[src/rtl/rsa_modexp.sv]
// rsa_modexp: sequential modular exponentiation engine, OUT_MSG = IN_MSG^IN_EXP mod IN_N.
// It processes one exponent bit per cycle, using right-to-left square-and-multiply.
// The same engine encrypts (exponent E) and decrypts (exponent D).
//
// Ports (KW = 2*WIDTH):
//   clk        clock, all state on the rising edge
//   rst_n      asynchronous active-low reset
//   in_valid   request strobe, sampled only while in_ready=1
//   in_ready   1 while idle and able to accept a request
//   IN_MSG     [KW] message operand
//   IN_EXP     [KW] exponent
//   IN_N       [KW] modulus
//   out_valid  one-cycle result strobe
//   OUT_MSG    [KW] result, 0 whenever out_valid=0
//
// Timing: the request is accepted at edge k. Calculation runs for KW cycles. The result is
// presented after edge k+KW+1, in the same cycle that in_ready returns high.
module rsa_modexp #(
  parameter int unsigned WIDTH = 3
) (
  input  logic                 clk,
  input  logic                 rst_n,
  input  logic                 in_valid,
  output logic                 in_ready,
  input  logic [2*WIDTH-1:0]   IN_MSG,
  input  logic [2*WIDTH-1:0]   IN_EXP,
  input  logic [2*WIDTH-1:0]   IN_N,
  output logic                 out_valid,
  output logic [2*WIDTH-1:0]   OUT_MSG
);

  localparam int unsigned KW = 2 * WIDTH;
  localparam int unsigned CW = $clog2(KW + 1);

  typedef enum logic [1:0] {StIdle, StCalc, StDone} state_e;

  state_e          state_q;
  logic [KW-1:0]   n_q;
  logic [KW-1:0]   exp_q;
  logic [KW-1:0]   base_q;
  logic [KW-1:0]   acc_q;
  logic [CW-1:0]   cnt_q;

  // The divider is never evaluated with a zero modulus. A modulus of 0 or 1 yields 0.
  function automatic logic [KW-1:0] mod_n(input logic [2*KW-1:0] x, input logic [KW-1:0] m);
    logic [2*KW-1:0] r;
    if (m <= KW'(1)) begin
      r = '0;
    end else begin
      r = x % {{KW{1'b0}}, m};
    end
    return r[KW-1:0];
  endfunction

  logic [2*KW-1:0] prod_acc;
  logic [2*KW-1:0] prod_sq;
  logic [KW-1:0]   acc_mul;
  logic [KW-1:0]   base_sq;
  logic [KW-1:0]   base_load;

  always_comb begin
    prod_acc  = {{KW{1'b0}}, acc_q} * {{KW{1'b0}}, base_q};
    prod_sq   = {{KW{1'b0}}, base_q} * {{KW{1'b0}}, base_q};
    acc_mul   = mod_n(prod_acc, n_q);
    base_sq   = mod_n(prod_sq, n_q);
    base_load = mod_n({{KW{1'b0}}, IN_MSG}, IN_N);
  end

  always_ff @(posedge clk or negedge rst_n) begin
    if (!rst_n) begin
      state_q   <= StIdle;
      n_q       <= '0;
      exp_q     <= '0;
      base_q    <= '0;
      acc_q     <= '0;
      cnt_q     <= '0;
      in_ready  <= 1'b1;
      out_valid <= 1'b0;
      OUT_MSG   <= '0;
    end else begin
      unique case (state_q)
        StIdle: begin
          out_valid <= 1'b0;
          OUT_MSG   <= '0;
          if (in_valid) begin
            n_q      <= IN_N;
            exp_q    <= IN_EXP;
            base_q   <= base_load;
            // 1 mod n: this is 0 when the modulus is 0 or 1.
            acc_q    <= (IN_N > KW'(1)) ? KW'(1) : '0;
            cnt_q    <= '0;
            in_ready <= 1'b0;
            state_q  <= StCalc;
          end
        end
        StCalc: begin
          if (exp_q[0]) begin
            acc_q <= acc_mul;
          end
          base_q <= base_sq;
          exp_q  <= exp_q >> 1;
          cnt_q  <= cnt_q + CW'(1);
          // Every exponent bit is processed, so latency does not depend on the exponent value.
          if (cnt_q == CW'(KW - 1)) begin
            state_q <= StDone;
          end
        end
        StDone: begin
          out_valid <= 1'b1;
          OUT_MSG   <= acc_q;
          in_ready  <= 1'b1;
          state_q   <= StIdle;
        end
        default: begin
          state_q <= StIdle;
        end
      endcase
    end
  end

endmodule

[config.mk]
export PLATFORM = sky130hd
export DESIGN_NAME = rsa_modexp
export DESIGN_NICKNAME = d
export VERILOG_FILES = /design/src/rtl/rsa_modexp.sv
export SDC_FILE = /design/constraint.sdc
export NUM_CORES = 1
export LEC_CHECK = 0
export CELL_PAD_IN_SITES_DETAIL_PLACEMENT = 1
export CELL_PAD_IN_SITES_GLOBAL_PLACEMENT = 1
export CORE_ASPECT_RATIO = 0.6
export CORE_MARGIN = 5
export CORE_UTILIZATION = 50
export CTS_BUF_LIST = sky130_fd_sc_hd__clkbuf_4 sky130_fd_sc_hd__clkbuf_8 sky130_fd_sc_hd__clkbuf_16
export CTS_CLUSTER_SIZE = 28
export DETAILED_ROUTE_END_ITERATION = 8
export GPL_ROUTABILITY_DRIVEN = 0
export PLACE_DENSITY_LB_ADDON = 0.1
export SYNTH_ARGS = -nofsm -noshare
export SYNTH_HDL_FRONTEND = slang
export SYNTH_SLANG_ARGS = --single-unit
export TNS_END_PERCENT = 50
[constraint.sdc]
create_clock -name clk -period 31.7 [get_ports clk]
set_clock_uncertainty 0.2 [all_clocks]
set_input_delay 4.755 -clock clk [delete_from_list [all_inputs] [get_ports clk]]
set_output_delay 4.755 -clock clk [all_outputs]
set_load 0.02 [all_outputs]
Word-level counts from Yosys, hierarchy flattened:

Index checks and enable logic that the tools add are counted.

* add/sub/neg operators: 1
* multipliers: 2
* divide/modulo/power cells: 3
* order comparisons: 3
* equal/unequal tests: 6
* mux-type cells: 20
* reductions and logical operators: 8

Operators with widths (number)
* 6-bit case mux with 2 select lines: 4
* 6-bit two-way mux: 7
* 12-bit by 6-bit modulo with 12-bit output: 2
* 6-bit by 6-bit multiplier with 12-bit output: 2
* 6-bit by 1-bit less-or-equal comparator with 1-bit output, second input constant: 2
* 6-bit by 6-bit modulo with 12-bit output: 1
* 2-bit AND reduction: 4
* 6-bit by 1-bit greater-than comparator with 1-bit output, second input constant: 1
* 2-bit inequality test, second input constant: 3
* 3-bit case mux with 2 select lines: 1
* 2-bit two-way mux: 2
* 1-bit case mux with 2 select lines: 2
* 2-bit case mux with 2 select lines: 1
* 2-bit nonzero test: 2
* 3-bit by 1-bit adder with 3-bit output, second input constant: 1
* 3-bit equality test, second input constant: 1
* 3-bit two-way mux: 1
* 3-bit AND reduction: 1
* 2-bit by 1-bit equality test with 1-bit output, second input constant: 1
* 2-bit equality test, second input constant: 1
* 2-bit logical NOT: 1
* 1-bit two-way mux: 2

* bits in registers: 37
* input port bits: 21
* output and inout bits: 8
* logic and storage cells: 52

Depth between registers and ports, before layout:

* depth after elaboration: 5
* depth in mapped cells: 127
* mapped depth without buffers: 125

Worst setup path before layout:

Ideal clock, no wire load.

* kind: register to register
* start point: reg base_q[4]
* end point: reg acc_q[1]
* library setup time: 95 ps
* arrival: 23452 ps
* required time: 31405 ps
* slack: 7953 ps
* stages on the path, launching flop included: 122
* period minus slack after synthesis: 23747 ps
* cells stage by stage: dfrtp_1 -> clkbuf_1 -> nand2_1 -> fa_1 -> fa_1 -> fa_1 -> inv_1 -> ha_1 -> nor2b_1 -> o21ai_0 -> a21boi_1 -> o311ai_0 -> nand2_1 -> a21oi_1 -> xnor2_1 -> ha_1 -> nand3_1 -> and3_1 -> [... 86 more ...] -> a21o_1 -> a21o_1 -> a211oi_1 -> a21o_1 -> nand2_1 -> mux2_2 -> inv_1 -> ha_1 -> nand2_1 -> nand2_1 -> a21oi_1 -> nor2b_1 -> o21ai_0 -> nand2b_1 -> a21oi_1 -> nand3_1 -> or2_2 -> o31ai_1

* cells in the longest elaborated chain, start to end: 5

Ends and longest elaborated chain
* start, declared: RTL line 40 `logic [KW-1:0] base_q;`
* start signal, assigned: RTL line 88 `base_q <= base_load;`
* start signal, assigned: RTL line 100 `base_q <= base_sq;`
* 6-bit by 6-bit multiplier with 12-bit output: RTL line 62 `prod_acc = {{KW{1'b0}}, acc_q} * {{KW{1'b0}}, base_q};`
* 12-bit by 6-bit modulo with 12-bit output: RTL line 50 `r = x % {{KW{1'b0}}, m};`
* 6-bit two-way mux: RTL line 47 `if (m <= KW'(1)) begin`
* 6-bit two-way mux: RTL line 97 `if (exp_q[0]) begin`
* 6-bit case mux with 2 select lines: RTL line 81 `unique case (state_q)`
* end signal, assigned: RTL line 90 `acc_q <= (IN_N > KW'(1)) ? KW'(1) : '0;`
* end signal, assigned: RTL line 98 `acc_q <= acc_mul;`
* end, declared: RTL line 41 `logic [KW-1:0] acc_q;`

No other way between the ends. The select of a mux whose other input is x is not followed.
A chain may end at the register's enable or synchronous reset.

Worst setup path in the final report:

Same ends and word-level chain as after synthesis.

==> results.sh <==
export IMPL_antenna_cells=0
export IMPL_layout_common_cells="ha_1, nor2_1, inv_1"
export IMPL_period_needed_ns=28.12
export IMPL_dp_hpwl_mm=34.6
export IMPL_syn_area_per_cell_um2=7.80
export IMPL_crit_arrival_ns=28.10
export IMPL_cp_top_family="compound AO/OA/AOI/OAI gates"
export IMPL_finalSetupViolations=0
export IMPL_cp_num_buf_inv=6
export IMPL_slew_headroom_pct=28.1
export IMPL_cts_setup_buffers=0
export IMPL_grt_pass1_vias=12928
export IMPL_hold_start="exp_q[5]"
export IMPL_die_area_um2=29500
export IMPL_antenna_left=0
export IMPL_regArea_um2=927
export IMPL_rows=45
export IMPL_antenna_found_initial=0
export IMPL_final_common_cell="ha_1"
export IMPL_grt_start_max_net_pins=38
export IMPL_rsz0062_at_grt="false"
export IMPL_die_w_um=219
export IMPL_vias=13047
export IMPL_routedWlPerCell_um=20.7
export IMPL_async_reset_ff_share_pct=100
export IMPL_timing_rr_end="acc_q[1]"
export IMPL_slowest_stage="dfrtp_1"
export IMPL_clock_path_buffers=2
export IMPL_hold_violations=0
export IMPL_io_pins=29
export IMPL_clkTransAtPathRegs_ns=0.07
export IMPL_synth_seq_area_share_pct=7.11
export IMPL_endpoint_kind="register"
export IMPL_nFillCells=3186
export IMPL_worst_pin_slew_ns=1.07
export IMPL_whs_path_depth=2
export IMPL_route_detailed_drc=0
export IMPL_cts_tree="built"
export IMPL_crit_required_ns=31.68
export IMPL_r2r_slack_ns=3.58
export IMPL_status="complete, no violations"
export IMPL_max_freq_mhz=35.6
export IMPL_area_growth_pct=6.28
export IMPL_rr_worst_depth=120
export IMPL_ys_types=111
export IMPL_synth_main_ff_cell="dfrtp_1"
export IMPL_netlist_area_um2=13000
export IMPL_clk_latency_ns=0.29
export IMPL_drt_vias_per_instance=6.39
export IMPL_numCtsBuffers=5
export IMPL_fin_nets=1953
export IMPL_path_common_cell="o21a_1"
export IMPL_path_class="reg2reg"
export IMPL_synth_yosys_warnings=0
export IMPL_cts_root_buf="clkbuf_16"
export IMPL_drt_total_wl_mm=42.2
export IMPL_htreeDepth=2
export IMPL_first_iter_violations=883
export IMPL_netlist_instances=1672
export IMPL_clkSinkCount=37
export IMPL_min_path_type="reg2reg"
export IMPL_ys_ff_latch=37
export IMPL_multi_input_area_um2=11600
export IMPL_core_um2=25500
export IMPL_synth_edf_count=0
export IMPL_cpPeakStageDelay_ns=0.68
export IMPL_max_cap_violations=0
export IMPL_maxSlewViolCount=0
export IMPL_final_layout_size_suffix_gt1_share_pct=9.23
export IMPL_firstDrtPassIters=5
export IMPL_fin_tns_setup_ns=0
export IMPL_grt_pass1_wl_mm=68.7
export IMPL_grtUsageTotal_pct=28.0
export IMPL_whs_endpoint="exp_q[4]"
export IMPL_cts_resized=0
export IMPL_hold_buffers=0
export IMPL_crit_path_max_fanout=17
export IMPL_crit_path_start_kind="register"
export IMPL_portBuffers=28
export IMPL_dieHeight_um=135
export IMPL_grt_remaining_overflow=0
export IMPL_start_util_pct=51.2
export IMPL_finalCritPeriodShare_pct=88.7
export IMPL_r2r_start="base_q[4]"
## routing by layer
metal	up-vias	GRT usage, %	part of all wire [%]
li1	6282	-	-
met1	6409	42.7	50
met2	324	43.9	43
met3	32	2.81	5.7
met4	0	3.31	1.0
met5	-	0	0
## worst min-delay path, delay by kind of cell, from the launching register on
kind,cells,cell delay (ns)
and+or+nand+nor,1,0.05
AOI/OAI and AO/OA,1,0.06
DFF,1,0.34
## cell families after synthesis
group,share of synthesized area (%)
adders and majority gates,24.9
buffers and inverters,4.38
AOI/OAI and AO/OA,28.3
other,0.0287
xor gates and xnor gates,4.90
DFF,7.11
and+or+nand+nor,22.9
muxes,7.42
## through the flow
step | instance area [µm²] | utilization, % | cells | setup slack [ns] | hold slack [ns]
after floorplan | 13100 | - | 1677 | 7.95 | 0.249
after global placement | 13700 | 53.8 | 2034 | 4.82 | 0.270
after detailed placement | 13700 | 53.8 | 2034 | 3.86 | 0.272
after CTS | 13900 | 54.4 | 2042 | 3.76 | 0.285
after global routing | 13900 | 54.4 | 2043 | 1.42 | 0.311
final | 13900 | 54.4 | 2043 | 3.58 | 0.282
## cells in the mapped netlist (5+ instances only)
| library cell | count | area [µm²] |
|---|---|---|
| o311ai_0 | 6 | 52.6 |
| xor2_1 | 31 | 272 |
| mux2i_1 | 24 | 240 |
| nor2_1 | 140 | 526 |
| a21oi_1 | 92 | 460 |
| o211a_1 | 7 | 70.1 |
| a31oi_1 | 8 | 50.1 |
| o311a_1 | 5 | 50.1 |
| a311oi_1 | 6 | 52.6 |
| nor4_1 | 16 | 100 |
| a21o_1 | 46 | 345 |
| nor3_1 | 79 | 395 |
| o21a_1 | 82 | 616 |
| a22o_1 | 10 | 87.6 |
| nor4b_1 | 5 | 43.8 |
| or3_1 | 19 | 119 |
| o31ai_1 | 17 | 128 |
| mux2_4 | 5 | 75.1 |
| nand2_1 | 111 | 417 |
| and2_1 | 37 | 231 |
| o22ai_1 | 5 | 31.3 |
| and3_1 | 17 | 106 |
| nand4_1 | 9 | 56.3 |
| a22oi_1 | 8 | 60.1 |
| o31a_1 | 6 | 52.6 |
| a221oi_1 | 6 | 52.6 |
| a211oi_1 | 16 | 120 |
| o21ai_0 | 86 | 430 |
| o221ai_1 | 9 | 78.8 |
| xnor2_1 | 42 | 368 |
| mux2_2 | 53 | 597 |
| inv_1 | 113 | 424 |
| or2_2 | 22 | 138 |
| dfrtp_1 | 36 | 901 |
| nand3_1 | 23 | 115 |
| nand2b_1 | 27 | 169 |
| ha_1 | 212 | 2650 |
| or4_1 | 8 | 60.1 |
| o211ai_1 | 16 | 120 |
| clkbuf_1 | 26 | 97.6 |
| fa_1 | 30 | 601 |
| nand3b_1 | 7 | 52.6 |
| nor2b_1 | 27 | 169 |
## area by class of cell
cell class	instances	share of cell area (%)
Sequential cell	37	6.69
Inverter	114	3.09
Timing Repair Buffer	39	2.56
Multi-Input combinational cell	1493	83.4
Clock inverter	3	0.153
Clock buffer	5	0.902
Tap cell	352	3.18
## worst max-delay path by stage
stage / from / endpoint / slack [ns] / depth (start not counted)
after global routing: base_q[4] / acc_q[1] / 1.42 / 120
after CTS: base_q[1] / acc_q[1] / 3.76 / 120
after floorplan: base_q[4] / acc_q[1] / 7.95 / 121
after global placement: base_q[4] / acc_q[1] / 4.82 / 119
after detailed placement: base_q[1] / acc_q[1] / 3.86 / 120
final: base_q[4] / acc_q[1] / 3.58 / 120
## state kept, by name, summed over array words and instances (netlist names)
register / cells
OUT_MSG: 6
acc_q: 6
base_q: 6
cnt_q: 3
exp_q: 6
in_ready: 1
n_q: 6
out_valid: 1
state_q: 2
Power is left out: the tool's default activity adds up to more than one toggle a clock period on the data nets, which glitch-free logic cannot reach.
